==> src/rtl/sp_wb_arbiter.sv <==
// Two-master to one-slave Wishbone classic arbiter (SP byte bridge + DMA/loader).
// Alternates on ties, never breaks a held cycle, and forces completion of a stalled slave.
//
// state  | meaning
// IDLE   | no master granted, all wb_* outputs low
// GRANT0 | master 0 owns the slave bus until it drops cyc
// GRANT1 | master 1 owns the slave bus until it drops cyc
module sp_wb_arbiter #(
    parameter logic [7:0] timeout = 8'd64
) (
    input  logic        clk,
    input  logic        reset,
    input  logic [0:23] m0_adr_i,
    input  logic [0:7]  m0_dat_i,
    input  logic        m0_we_i,
    input  logic        m0_sel_i,
    input  logic        m0_stb_i,
    input  logic        m0_cyc_i,
    output logic [0:7]  m0_dat_o,
    output logic        m0_ack_o,
    input  logic [23:0] m1_adr_i,
    input  logic [7:0]  m1_dat_i,
    input  logic        m1_we_i,
    input  logic        m1_sel_i,
    input  logic        m1_stb_i,
    input  logic        m1_cyc_i,
    output logic [7:0]  m1_dat_o,
    output logic        m1_ack_o,
    output logic [23:0] wb_adr_o,
    output logic [7:0]  wb_dat_o,
    output logic        wb_we_o,
    output logic        wb_sel_o,
    output logic        wb_stb_o,
    output logic        wb_cyc_o,
    input  logic [7:0]  wb_dat_i,
    input  logic        wb_ack_i,
    output logic        timeout_flag,
    output logic [23:0] timeout_adr,
    input  logic        timeout_clr
);

    typedef enum logic [1:0] {IDLE, GRANT0, GRANT1} state_t;

    state_t      r_state;
    state_t      w_state_nxt;
    logic        r_last_grant;
    logic        w_last_grant_nxt;
    logic [7:0]  r_wait_cnt;
    logic        r_timeout_flag;
    logic [23:0] r_timeout_adr;

    logic        w_g0;
    logic        w_g1;
    logic [23:0] w_adr;
    logic [7:0]  w_dat;
    logic        w_we;
    logic        w_sel;
    logic        w_stb;
    logic        w_cyc;
    logic        w_force;
    logic        w_ack;
    logic [7:0]  w_rdat;

    // Grants are masked by reset so every output is quiet while reset is held.
    assign w_g0 = (r_state == GRANT0) && !reset;
    assign w_g1 = (r_state == GRANT1) && !reset;

    always_comb begin
        w_adr = 24'h000000;
        w_dat = 8'h00;
        w_we  = 1'b0;
        w_sel = 1'b0;
        w_stb = 1'b0;
        w_cyc = 1'b0;
        if (w_g0) begin
            w_adr = m0_adr_i;
            w_dat = m0_dat_i;
            w_we  = m0_we_i;
            w_sel = m0_sel_i;
            w_stb = m0_stb_i;
            w_cyc = m0_cyc_i;
        end else if (w_g1) begin
            w_adr = m1_adr_i;
            w_dat = m1_dat_i;
            w_we  = m1_we_i;
            w_sel = m1_sel_i;
            w_stb = m1_stb_i;
            w_cyc = m1_cyc_i;
        end
    end

    // A slave ack in the terminal cycle wins over the forced completion.
    assign w_force = (w_g0 || w_g1) && w_cyc && w_stb && !wb_ack_i
                     && (r_wait_cnt == timeout - 8'd1);
    assign w_ack   = (w_g0 || w_g1) && w_cyc && w_stb && (wb_ack_i || w_force);
    assign w_rdat  = w_force ? 8'hFF : wb_dat_i;

    assign wb_adr_o = w_adr;
    assign wb_dat_o = w_dat;
    assign wb_we_o  = w_we;
    assign wb_sel_o = w_sel;
    assign wb_cyc_o = w_cyc;
    assign wb_stb_o = w_stb && !w_force;

    assign m0_ack_o = w_g0 && w_ack;
    assign m0_dat_o = w_g0 ? w_rdat : 8'h00;
    assign m1_ack_o = w_g1 && w_ack;
    assign m1_dat_o = w_g1 ? w_rdat : 8'h00;

    assign timeout_flag = r_timeout_flag;
    assign timeout_adr  = r_timeout_adr;

    always_comb begin
        w_state_nxt      = r_state;
        w_last_grant_nxt = r_last_grant;
        case (r_state)
            IDLE: begin
                if (m0_cyc_i && m1_cyc_i)
                    w_state_nxt = r_last_grant ? GRANT0 : GRANT1;
                else if (m0_cyc_i)
                    w_state_nxt = GRANT0;
                else if (m1_cyc_i)
                    w_state_nxt = GRANT1;
            end
            GRANT0: begin
                if (!m0_cyc_i) begin
                    w_state_nxt      = m1_cyc_i ? GRANT1 : IDLE;
                    w_last_grant_nxt = 1'b0;
                end
            end
            GRANT1: begin
                if (!m1_cyc_i) begin
                    w_state_nxt      = m0_cyc_i ? GRANT0 : IDLE;
                    w_last_grant_nxt = 1'b1;
                end
            end
            default: w_state_nxt = IDLE;
        endcase
    end

    always_ff @(posedge clk) begin
        if (reset) begin
            r_state      <= IDLE;
            r_last_grant <= 1'b1;
        end else begin
            r_state      <= w_state_nxt;
            r_last_grant <= w_last_grant_nxt;
        end
    end

    always_ff @(posedge clk) begin
        if (reset)
            r_wait_cnt <= 8'd0;
        else if (!(w_g0 || w_g1) || !w_cyc || !w_stb || wb_ack_i || w_force)
            r_wait_cnt <= 8'd0;
        else if (r_wait_cnt != 8'hFF)
            r_wait_cnt <= r_wait_cnt + 8'd1;
    end

    always_ff @(posedge clk) begin
        if (reset) begin
            r_timeout_flag <= 1'b0;
            r_timeout_adr  <= 24'h000000;
        end else if (w_force) begin
            r_timeout_flag <= 1'b1;
            r_timeout_adr  <= w_adr;
        end else if (timeout_clr) begin
            r_timeout_flag <= 1'b0;
        end
    end

endmodule

==> config.mk <==
export PLATFORM = sky130hd
export DESIGN_NAME = sp_wb_arbiter
export DESIGN_NICKNAME = d
export VERILOG_FILES = /design/src/rtl/sp_wb_arbiter.sv
export SDC_FILE = /design/constraint.sdc
export NUM_CORES = 1
export LEC_CHECK = 0
export BUFFER_PORTS_ARGS = -buffer_cell sky130_fd_sc_hd__buf_2
export CORE_MARGIN = 2
export CORE_UTILIZATION = 30
export CTS_BUF_LIST = sky130_fd_sc_hd__clkbuf_4 sky130_fd_sc_hd__clkbuf_8 sky130_fd_sc_hd__clkbuf_16
export DETAILED_ROUTE_END_ITERATION = 10
export PLACE_DENSITY = 0.73
export SYNTH_ARGS = -nofsm -noshare
export SYNTH_HDL_FRONTEND = slang
export SYNTH_SLANG_ARGS = --single-unit
==> constraint.sdc <==
create_clock -name clk -period 6.5 [get_ports clk]
set_clock_uncertainty 0.2 [all_clocks]
set_input_delay 0.975 -clock clk [delete_from_list [all_inputs] [get_ports clk]]
set_output_delay 0.975 -clock clk [all_outputs]
set_load 0.01 [all_outputs]
Word-level counts from Yosys, hierarchy flattened. Cells that the tools add are included.

Output and inout port bits: 79. Register bits after elaboration: 36.

Muxes and demuxes: 29. Equal/unequal tests: 7. Add/sub/neg operators: 1. Reductions and logical operators: 29.

Operator list (count): $mux W24 (2); $mux W8 (5); $mux W2 (7); $mux W1 (13); $logic_and A1 B1 Y1 (11); $add A8 B1 Y8 const B (1); $eq A8 B6 Y1 const B (1); $ne A8 B8 Y1 const B (1); $logic_not A1 Y1 (6); $logic_or A1 B1 Y1 (6); $pmux W2 S3 (1); $reduce_and A3 Y1 (2); $ne A2 B2 Y1 const B (2); $ne A4 B4 Y1 const B (1); $reduce_bool A2 Y1 (2); $eq A2 B1 Y1 const B (1); $eq A2 B2 Y1 const B (1); $logic_not A2 Y1 (1); $pmux W1 S2 (1); $reduce_or A2 Y1 (1).

Longest topological paths before layout. Gate-level depths: netlist (run 1).

Depth in word-level cells: 11. Gate-level depth with buffers: 7. Gate-level depth less buffers: 5.

Worst setup path before layout (run 1). OpenSTA, ideal clock, no wires.

Path type: input to output. Start: input port reset. End: output port m1_ack_o. Arrival: 2.297 ns. Slack: 3.028 ns. Stages: 5. Path through: nor3b_1 clkbuf_1 buf_1 inv_1 nor2_1.

Longest elaborated chain between the ends: 11. Elaborated cells between the ends (all ways): 15. Those cells by class: mux: 4; reduce/logical: 11.

RTL lines: start: declaration (line 12) `input logic reset,`; $logic_not A1 Y1 (*) (line 65, 66); $logic_and A1 B1 Y1 (line 66) `assign w_g1 = (r_state == GRANT1) && !reset;`; $mux W1 (line 82) `end else if (w_g1) begin`; $mux W1 (line 75) `if (w_g0) begin`; $logic_and A1 B1 Y1 (2 in a row) (line 93, 95); $logic_and A1 B1 Y1 (line 93) `assign w_force = (w_g0 || w_g1) && w_cyc && w_stb && !wb_ack_i`; $logic_and A1 B1 Y1 (line 94) `&& (r_wait_cnt == timeout - 8'd1);`; $logic_or A1 B1 Y1 (line 95) `assign w_ack = (w_g0 || w_g1) && w_cyc && w_stb && (wb_ack_i || w_force);`; $logic_and A1 B1 Y1 (line 95); $logic_and A1 B1 Y1 (*) (line 107) `assign m1_ack_o = w_g1 && w_ack;`; end: declaration (line 28) `output logic m1_ack_o,`.

Mark *: on every way between the ends. The rest lies on a longest branch, timed or not.

Worst setup path in the final report (run 1).
Start: input port reset. End: output port m1_dat_o[2].

Longest elaborated chain between the ends: 10. Elaborated cells between the ends (all ways): 14. Those cells by class: mux: 6; reduce/logical: 8.

RTL lines: $logic_not A1 Y1 (*) (line 65, 66); $logic_and A1 B1 Y1 (line 66); $mux W1 (line 82); $mux W1 (line 75); $logic_and A1 B1 Y1 (3 in a row) (line 93); $logic_and A1 B1 Y1 (line 94); $mux W8 (line 96) `assign w_rdat = w_force ? 8'hFF : wb_dat_i;`; $mux W8 (*) (line 108) `assign m1_dat_o = w_g1 ? w_rdat : 8'h00;`; end: declaration (line 27) `output logic [7:0] m1_dat_o,`.

Marked as above.

==> results of run 1 <==
how the worst max path moves through the flow:
stage	slack, ns	startpoint	endpoint
CTS	2.55	reset	m1_dat_o[2]
global route	2.42	reset	m0_dat_o[3]
floorplan	3.03	reset	m1_ack_o
global placement	2.67	reset	m1_dat_o[0]
finish	2.60	reset	m1_dat_o[2]
detailed placement	2.57	reset	m1_dat_o[2]
worst max-delay path, cell delays in order:
cell and delay (ns):
buf_2 0.29, a221o_1 0.42, nor3_2 0.72, o21a_1 0.19, buf_2 0.13
cell usage after synthesis, drive strengths merged, types with 2 or more instances:
| master | instances | area share [%] |
|---|---|---|
| mux2i | 3 | 1.4 |
| a211oi | 2 | 0.70 |
| buf | 6 | 2.6 |
| nand3 | 4 | 0.94 |
| o22ai | 2 | 0.59 |
| dfxtp | 36 | 34 |
| nor2 | 14 | 2.5 |
| and3b | 2 | 0.82 |
| nand2 | 6 | 1.1 |
| nand3b | 5 | 2.3 |
| inv | 3 | 0.53 |
| and3 | 2 | 0.59 |
| o21a | 16 | 5.6 |
| a22o | 34 | 14 |
| a21oi | 3 | 0.70 |
| nor2b | 25 | 7.3 |
| nand2b | 2 | 0.59 |
| clkbuf | 11 | 1.9 |
| nor3b | 2 | 0.70 |
| nor3 | 7 | 1.9 |
| mux2 | 24 | 16 |
stage by stage:
stage | area (um^2) | hold slack (ns) | instances | setup slack, ns | utilization, %
after CTS | 3090 | 0.276 | 470 | 2.55 | 45.3
final | 3090 | 0.272 | 470 | 2.60 | 45.3
after floorplan | 2130 | 0.293 | 218 | 3.03 | -
after global placement | 3000 | 0.266 | 462 | 2.67 | 43.9
after detailed placement | 3000 | 0.266 | 462 | 2.57 | 43.9
after global routing | 3090 | 0.311 | 470 | 2.42 | 45.3
sequential cells by signal, indices dropped and copies added (netlist names):
name,flops
r_last_grant,1
r_state,2
r_wait_cnt,8
timeout_adr,24
timeout_flag,1
cell type report:
class                           instances  area, um^2  area share (%)
Multi-Input combinational cell        162        1310            42.5
Inverter                                3        11.3           0.364
Clock inverter                          2        10.0           0.324
Timing Repair Buffer                  165         833            27.0
Sequential cell                        36         721            23.3
Tap cell                               96         120            3.89
Clock buffer                            6        82.6            2.67
cell families after synthesis:
group | Yosys count | synth area share, %
AO/OA/AOI/OAI | 62 | 23.3
XOR/XNOR | 1 | 0.411
adder cells (fa/ha/maj) | 1 | 0.586
buffers and inverters | 20 | 5.10
flip-flops | 36 | 33.8
multiplexers | 27 | 17.4
AND/OR/NAND/NOR | 71 | 19.4
per-layer routing:
metal  GRT usage (%)  vias up  share of wire, %
met4            4.55        0               1.2
li1                -     1104                 -
met1            15.7      999                42
met3            2.89        7               9.9
met5               0        -                 0
met2            26.3      122                47
power groups by stage:
stage / registers, mW / logic (mW) / clock network [mW]
6_report: 0.225 / 0.0760 / 0.163
4_1_cts: 0.225 / 0.0768 / 0.170
2_1_floorplan: 0.228 / 0.0367 / 0
5_1_grt: 0.225 / 0.0839 / 0.179
3_5_place_dp: 0.230 / 0.0767 / 0
3_3_place_gp: 0.230 / 0.0751 / 0
==> summary.md, run 1 <==
| Metric | Value |
|---|---|
| CP Data Required Time | `5.32 ns` |
| Fill count | `705` |
| Hold Path Depth | `2` |
| Drt initial violations | `35` |
| WL per Instance | `approximately 12 um` |
| TritonCTS Sinks | `36` |
| R2R depth | `5` |
| Worst R2R Start | `r_state[1]` |
| CORE AREA | `about 6800 um^2` |
| Final ANT Viol Nets | `0` |
| Area Overhead vs Synth | `44.9%` |
| Switching Share | `25.3%` |
| Fin crit share | `60.0%` |
| Vias per cell | `approximately 4.7` |
| Row cnt | `30` |
| Fin Setup TNS | `0 ns` |
| Final Slew Violations | `0` |
| Power share of the combinational group | `roughly 16%` |
| Layout cells sized above 1 | `53.7%` |
| Netlist cell types | `35` |
| Setup violators final | `0` |
| Worst min-delay path startpoint | `timeout_flag` |
| Worst Hold Class | `flip-flop to flip-flop` |
| Buffers on Ports | `162` |
| Max-cap violations | `0` |
| Clock Path Buffers | `2` |
| Ys Warns | `0` |
| Ys flop type | `dfxtp_1` |
| Internal | `346 uW` |
| EDFF count, synth | `0` |
| First-pass GRT wire length | `around 8500 um` |
| Seq cells post-synth | `36` |
| Worst IR Drop VDD | `approximately 0.062 mV` |
| Cell count after synthesis | `218` |
| Synth async-reset ratio | `0%` |
| Flop pwr share | `between 40% and 50%` |
| Hold Vio Cnt, Final | `0` |
| Die height | `88.3 um` |
| Worst-path clk slew | `0.07 ns` |
| Die area | `7800 um^2` |
| F_max | `256 MHz` |
| DR vias | `around 2200` |
| Hold path endpoint | `timeout_flag` |
| TritonCTS clock tree | `yes` |
| Reg2reg end | `timeout_adr[19]` |
| Num CTS Buffers | `5` |
| IO Pins | `163` |
| Commonest non-fill, non-tap cell in the layout | `buf_2` |
| Area of the mapped netlist | `2130 um^2` |
| Worst setup SP type | `input pin` |
| Slew HR | `38.6%` |
| Worst reg2reg setup slack | `4.09 ns` |
| CTS Hold Bufs | `0` |
| Post-Syn Area per Cell | `9.79 um^2` |
| Hpwl dp | `4420 um` |
| Fin nets | `458` |
| # DRC | `0` |
| Drt total wl | `5850 um` |
| Setup Buffers After CTS | `0` |
| Congestion Overflow GR | `0` |
| Commonest cells after routing, fill and taps aside | `162 x buf_2, 36 x dfxtp_1, 34 x a22o_1` |
| Global placement routability congestion | `0.806` |
| Setup Crit Path Kind | `input pin to primary output` |
| Largest net degree at the start of global routing | `42` |
| Setup crit end kind | `primary output` |
| H-tree levels | `2` |
| Clock Latency Late Sink | `0.28 ns` |
| GRT Util Overall | `14.0%` |
| Minimum clock period after layout | `3.90 ns` |
| Unrepaired setup endpoints after global routing | `no` |
| Initial antenna violation count | `0` |
| P_leak | `1.68 nW` |
| Power Density | `150 nW/um^2` |
| Antenna fix cells | `0` |
| Seq/Total Area, Yosys | `33.8%` |
| Drt pass-1 iters | `4` |
| Initial Utilization | `31.2%` |
| Post-CTS resize count | `0` |
| Switching Power | `117 uW` |
| DIE WIDTH | `~88 um` |
| Worst Path Arrival | `2.73 ns` |
| Status | `completed` |
| Worst-path fanout max | `33` |
| Root Buffer | `clkbuf_8` |
| Syn nets | `303` |
| Power share of the clock group | `35.1%` |
| Total power | `464 uW` |
| Vias in the first global route | `1935` |
| Worst slew pin tran | `0.916 ns` |
Power figures use the tool's default switching activity.
==> run 2: changes to the inputs <==
--- a/config.mk
+++ b/config.mk
@@ -10,7 +10,7 @@
 export CORE_UTILIZATION = 30
 export CTS_BUF_LIST = sky130_fd_sc_hd__clkbuf_4 sky130_fd_sc_hd__clkbuf_8 sky130_fd_sc_hd__clkbuf_16
 export DETAILED_ROUTE_END_ITERATION = 10
-export PLACE_DENSITY = 0.73
+export PLACE_DENSITY = 0.76
 export SYNTH_ARGS = -nofsm -noshare
 export SYNTH_HDL_FRONTEND = slang
 export SYNTH_SLANG_ARGS = --single-unit
==> constraint.sdc (replaced) <==
create_clock -name clk -period 3.5 [get_ports clk]
set_clock_uncertainty 0.2 [all_clocks]
set_input_delay 0.525 -clock clk [delete_from_list [all_inputs] [get_ports clk]]
set_output_delay 0.525 -clock clk [all_outputs]
set_load 0.01 [all_outputs]
==> summary.md, run 2 (synthesis results as in run 1) <==
| Metric | Value |
|---|---|
| Antenna fix cells | `0 (unchanged)` |
| Hpwl dp | `4610 um (was 4420 um)` |
| Root Buffer | `clkbuf_8 (unchanged)` |
| Minimum clock period after layout | `3.21 ns` |
| Design Area, Final | `3070 um^2 (was 3090 um^2)` |
| CP Data Required Time | `2.77 ns (was 5.32 ns)` |
| Hold Worst Slack | `0.272 ns (about the same)` |
| Max-cap violations | `0 (unchanged)` |
| Crit path cell chain | `nand3b_1, a221o_1, nor3_2, o21a_1, buf_2 (was buf_2, a221o_1, nor3_2, o21a_1, buf_2)` |
| Hold Vio Cnt, Final | `0 (unchanged)` |
| Vias in the first global route | `1929 (was 1935)` |
| Non-Filler Instances | `467 (was 470)` |
| Worst-path fanout max | `17 (was 33)` |
| TritonCTS clock tree | `yes (unchanged)` |
| Critical Path Max Stage Delay | `0.72 ns (about the same)` |
| Worst Hold Class | `input pin to flip-flop (was flip-flop to flip-flop)` |
| Setup crit end kind | `primary output (unchanged)` |
| Post-DP Area | `3000 um^2 (about the same)` |
| WL per Instance | `13.1 um (was 12.4 um)` |
| Vias per cell | `4.76 (was 4.75)` |
| Area Overhead vs Synth | `43.9% (was 44.9%)` |
| Final Slew Violations | `0 (unchanged)` |
| H-tree levels | `2 (unchanged)` |
| Layout cells sized above 1 | `53.6% (was 53.7%)` |
| IO Pins | `163 (unchanged)` |
| CORE AREA | `6830 um^2 (unchanged)` |
| Drt initial violations | `85 (was 35)` |
| DIE WIDTH | `88.3 um (unchanged)` |
| Fin crit share | `91.7%` |
| Worst slew pin tran | `0.926 ns (was 0.916 ns)` |
| GRT Util Overall | `14.3% (was 14.0%)` |
| Largest net degree at the start of global routing | `44 (was 42)` |
| Initial Utilization | `31.2% (unchanged)` |
| Commonest non-fill, non-tap cell in the layout | `buf_2 (unchanged)` |
| Max reg flops | `24 (unchanged)` |
| # DRC | `0 (unchanged)` |
| First-pass GRT wire length | `8710 um (was 8510 um)` |
| Row cnt | `30 (unchanged)` |
| Setup violators final | `0 (unchanged)` |
| Drt pass-1 iters | `4 (unchanged)` |
| P_leak | `1.66 nW (was 1.68 nW)` |
| Congestion Overflow GR | `0 (unchanged)` |
| Num CTS Buffers | `5 (unchanged)` |
| Final ANT Viol Nets | `0 (unchanged)` |
| Global placement routability congestion | `0.764 (was 0.806)` |
| DR vias | `2223 (was 2232)` |
| Status | `completed (unchanged)` |
| Slowest cell on crit path | `nor3_2 (unchanged)` |
| Setup Crit Path Kind | `flip-flop to primary output (was input pin to primary output)` |
| Crit path buffers/inverters | `1 (was 2)` |
| Worst IR Drop VDD | `0.0984 mV (was 0.0621 mV)` |
| Setup Buffers After CTS | `0 (unchanged)` |
| Die height | `88.3 um (unchanged)` |
| Power Density | `267 nW/um^2 (was 150 nW/um^2)` |
| Fin nets | `458 (unchanged)` |
| Drt total wl | `6140 um (was 5850 um)` |
| Unrepaired setup endpoints after global routing | `no (unchanged)` |
| Placed cells | `462 (unchanged)` |
| Critical path's top delay family | `simple AND/OR/NAND/NOR gates (unchanged)` |
| Post-CTS resize count | `0 (unchanged)` |
| Final Util | `44.9% (was 45.3%)` |
| Die area | `7800 um^2 (unchanged)` |
| CTS Hold Bufs | `0 (unchanged)` |
| TritonCTS Sinks | `36 (unchanged)` |
| Fin Setup TNS | `0 ns (unchanged)` |
| Clock Path Buffers | `2 (unchanged)` |
| Slew HR | `37.9% (was 38.6%)` |
| Worst Path Arrival | `2.48 ns (was 2.73 ns)` |
| Worst setup SP type | `flip-flop (was input pin)` |
| Buffers on Ports | `162 (unchanged)` |
| Initial antenna violation count | `0 (unchanged)` |
| Worst-path clk slew | `0.07 ns (about the same)` |
| F_max | `312 MHz` |
| Commonest cells after routing, fill and taps aside | `162 x buf_2, 36 x dfxtp_1, 34 x a22o_1 (unchanged)` |
| Clock Latency Late Sink | `0.27 ns (was 0.28 ns)` |
[run 2: cell count changes in the layout (fill, tap and decap cells not counted), sizes merged]
cell	delta
clkbuf	-1
clkinv	-2
[run 2: final cells by class]
class,count,area (um^2)
Fill cell,709,3760
Multi-Input combinational cell,162,1320
Timing Repair Buffer,165,833
Sequential cell,36,721
Tap cell,96,120
Clock buffer,5,68.8
Inverter,3,11.3
[run 2: metrics by stage]
step                worst slack, ns  total power, mW
CTS                           0.301            0.839
global placement              0.652            0.567
finish                        0.291            0.819
floorplan                     0.928            0.491
detailed placement            0.553            0.571
global route                  0.133            0.861
[run 2: report_power, final]
part / switching (mW) / total, mW / internal (mW)
logic: 0.0675 / 0.142 / 0.0743
clock network: 0.131 / 0.259 / 0.128
registers: 0.00562 / 0.418 / 0.412
total: 0.204 / 0.819 / 0.615
[run 2: worst paths after layout]
| kind | depth (start not counted) | start | slack [ns] | to |
|---|---|---|---|---|
| max | 5 | r_state[1] | 0.29 | m1_dat_o[6] |
| min | 2 | wb_ack_i | 0.27 | r_wait_cnt[6] |
| max reg2reg | 4 | r_state[1] | 0.80 | timeout_adr[17] |
| min reg2reg | 2 | timeout_flag | 0.28 | timeout_flag |
[run 2: worst reg2reg max path, stage by stage (launching register included)]
cell	delay, ns
dfxtp_1	0.57
nand3b_1	0.16
a221o_1	0.44
or3_2	0.80
mux2_4	0.43
[run 2: routing by layer]
layer / vias to the layer above / track usage, % / part of all wire, %
met3: 2 / 3.26 / 9.1
met4: 0 / 4.41 / 0.59
met1: 1001 / 16.4 / 41
met2: 121 / 26.3 / 50
li1: 1099 / - / -
met5: - / 0 / 0
==> run 3: changes to the inputs <==
--- a/config.mk
+++ b/config.mk
@@ -7,10 +7,11 @@
 export LEC_CHECK = 0
 export BUFFER_PORTS_ARGS = -buffer_cell sky130_fd_sc_hd__buf_2
 export CORE_MARGIN = 2
-export CORE_UTILIZATION = 30
+export CORE_UTILIZATION = 36
 export CTS_BUF_LIST = sky130_fd_sc_hd__clkbuf_4 sky130_fd_sc_hd__clkbuf_8 sky130_fd_sc_hd__clkbuf_16
 export DETAILED_ROUTE_END_ITERATION = 10
-export PLACE_DENSITY = 0.76
+export PLACE_DENSITY = 0.86
 export SYNTH_ARGS = -nofsm -noshare
 export SYNTH_HDL_FRONTEND = slang
 export SYNTH_SLANG_ARGS = --single-unit
+export TNS_END_PERCENT = 5
==> summary.md, run 3 (synthesis results as in run 1) <==
| Metric | Value |
|---|---|
| Status | `completed (unchanged)` |
| Setup Buffers After CTS | `0 (unchanged)` |
| Antenna fix cells | `0 (unchanged)` |
| Worst Setup SP | `r_state[1] (unchanged)` |
| Die area | `6560 um^2 (was 7800 um^2)` |
| WL per Instance | `14.5 um (was 13.1 um)` |
| Setup Crit Path Kind | `flip-flop to primary output (unchanged)` |
| DR vias | `2236 (was 2223)` |
| Worst-path fanout max | `16 (was 17)` |
| IO Pins | `163 (unchanged)` |
| Max reg flops | `24 (unchanged)` |
| Register area | `721 um^2 (unchanged)` |
| Initial Utilization | `36.7% (was 31.2%)` |
| PnR worst setup slack | `0.658 ns (was 0.291 ns)` |
| TritonCTS clock tree | `yes (unchanged)` |
| H-tree levels | `2 (unchanged)` |
| First-pass GRT wire length | `9550 um (was 8710 um)` |
| Vias in the first global route | `1975 (was 1929)` |
| Minimum clock period after layout | `2.84 ns (was 3.21 ns)` |
| Worst IR Drop VDD | `0.176 mV (was 0.0984 mV)` |
| TritonCTS Sinks | `36 (unchanged)` |
| Die height | `81.0 um (was 88.3 um)` |
| Fill count | `561 (was 709)` |
| Final Util | `53.2% (was 44.9%)` |
| Worst-path clk slew | `0.08 ns (was 0.07 ns)` |
| Setup crit end kind | `primary output (unchanged)` |
| Largest net degree at the start of global routing | `34 (was 44)` |
| Commonest non-fill, non-tap cell in the layout | `buf_2 (unchanged)` |
| Clock Latency Late Sink | `0.29 ns (was 0.27 ns)` |
| Global placement routability congestion | `0.778 (was 0.764)` |
| Congestion Overflow GR | `0 (unchanged)` |
| GRT Util Overall | `18.7% (was 14.3%)` |
| Final Slew Violations | `0 (unchanged)` |
| Post-CTS resize count | `0 (unchanged)` |
| CP Data Required Time | `2.77 ns (about the same)` |
| Fin crit share | `81.2% (was 91.7%)` |
| Worst slew pin tran | `0.659 ns (was 0.926 ns)` |
| Hpwl dp | `4960 um (was 4610 um)` |
| Worst Hold Class | `input pin to flip-flop (unchanged)` |
| CORE AREA | `5820 um^2 (was 6830 um^2)` |
| Drt total wl | `6560 um (was 6140 um)` |
| Worst setup SP type | `flip-flop (unchanged)` |
| Initial antenna violation count | `0 (unchanged)` |
| Unrepaired setup endpoints after global routing | `no (unchanged)` |
| Drt pass-1 iters | `4 (unchanged)` |
| Buffers on Ports | `162 (unchanged)` |
| Commonest cells after routing, fill and taps aside | `162 x buf_2, 36 x dfxtp_1, 34 x a22o_1 (unchanged)` |
| Fin Setup TNS | `0 ns (unchanged)` |
| Vias per cell | `4.95 (was 4.76)` |
| DIE WIDTH | `81.0 um (was 88.3 um)` |
| # DRC | `0 (unchanged)` |
| P_leak | `1.69 nW (was 1.66 nW)` |
| Design Area, Final | `3090 um^2 (was 3070 um^2)` |
| Setup violators final | `0 (unchanged)` |
| Clock Path Buffers | `2 (unchanged)` |
| Worst R2R Start | `r_state[1] (unchanged)` |
| Layout cells sized above 1 | `54.1% (was 53.6%)` |
| Final ANT Viol Nets | `0 (unchanged)` |
| Slew HR | `55.8% (was 37.9%)` |
| Dpl ws | `0.858 ns (was 0.553 ns)` |
| Post-DP Area | `3000 um^2 (about the same)` |
| Max-cap violations | `0 (unchanged)` |
| Fin nets | `461 (was 458)` |
| Drt initial violations | `119 (was 85)` |
| Worst Path Arrival | `2.12 ns (was 2.48 ns)` |
| Hold Vio Cnt, Final | `0 (unchanged)` |
| Row cnt | `28 (was 30)` |
| Area Overhead vs Synth | `45.0% (was 43.9%)` |
| Root Buffer | `clkbuf_8 (unchanged)` |
| F_max | `352 MHz (was 312 MHz)` |
| Num CTS Buffers | `5 (unchanged)` |
| Worst min-delay path startpoint | `wb_ack_i (unchanged)` |
| CTS Hold Bufs | `0 (unchanged)` |
| Power Density | `284 nW/um^2 (was 267 nW/um^2)` |
| Multi-input combinational cell area | `1310 um^2 (was 1320 um^2)` |
## run 3: metal layers
layer / GRT usage, % / part of all wire, %
met1: 25.0 / 44
met2: 31.4 / 49
met3: 3.33 / 6.3
met4: 4.58 / 0.73
met5: 0 / 0
## run 3: final timing paths
| check | end | depth (start not counted) | slack (ns) |
|---|---|---|---|
| hold / removal | r_wait_cnt[6] | 2 | 0.26 |
| setup reg to reg | timeout_adr[20] | 5 | 1.06 |
| setup / recovery | m0_dat_o[7] | 6 | 0.66 |
| hold reg to reg | timeout_flag | 2 | 0.28 |
## run 3: per-stage QoR
step,total power [mW],hold slack [ns],cells
floorplan,0.491,0.293,218
global placement,0.568,0.267,444
detailed placement,0.571,0.271,444
CTS,0.890,0.250,452
global route,0.921,0.266,452
finish,0.880,0.255,452
## run 3: power by group
group	total [mW]	switching, mW	internal (mW)
logic	0.144	0.0695	0.0749
registers	0.417	0.00543	0.412
clock network	0.318	0.150	0.168
## run 3: final cells by class
type | instances | share of cell area (%)
multi-input cells | 162 | 42.5
repair buffers | 168 | 27.7
flip-flops and latches | 36 | 23.3
well taps | 75 | 3.03
clock buffers | 7 | 2.91
inverters | 3 | 0.364
clock inverters | 1 | 0.243
## run 3: critical path, cell delays in order, from the launching register on
cell      delay [ns]
dfxtp_1         0.55
nand3b_1        0.17
a221o_1         0.44
nor3_2          0.17
buf_4           0.25
o21a_1          0.13
buf_2           0.13
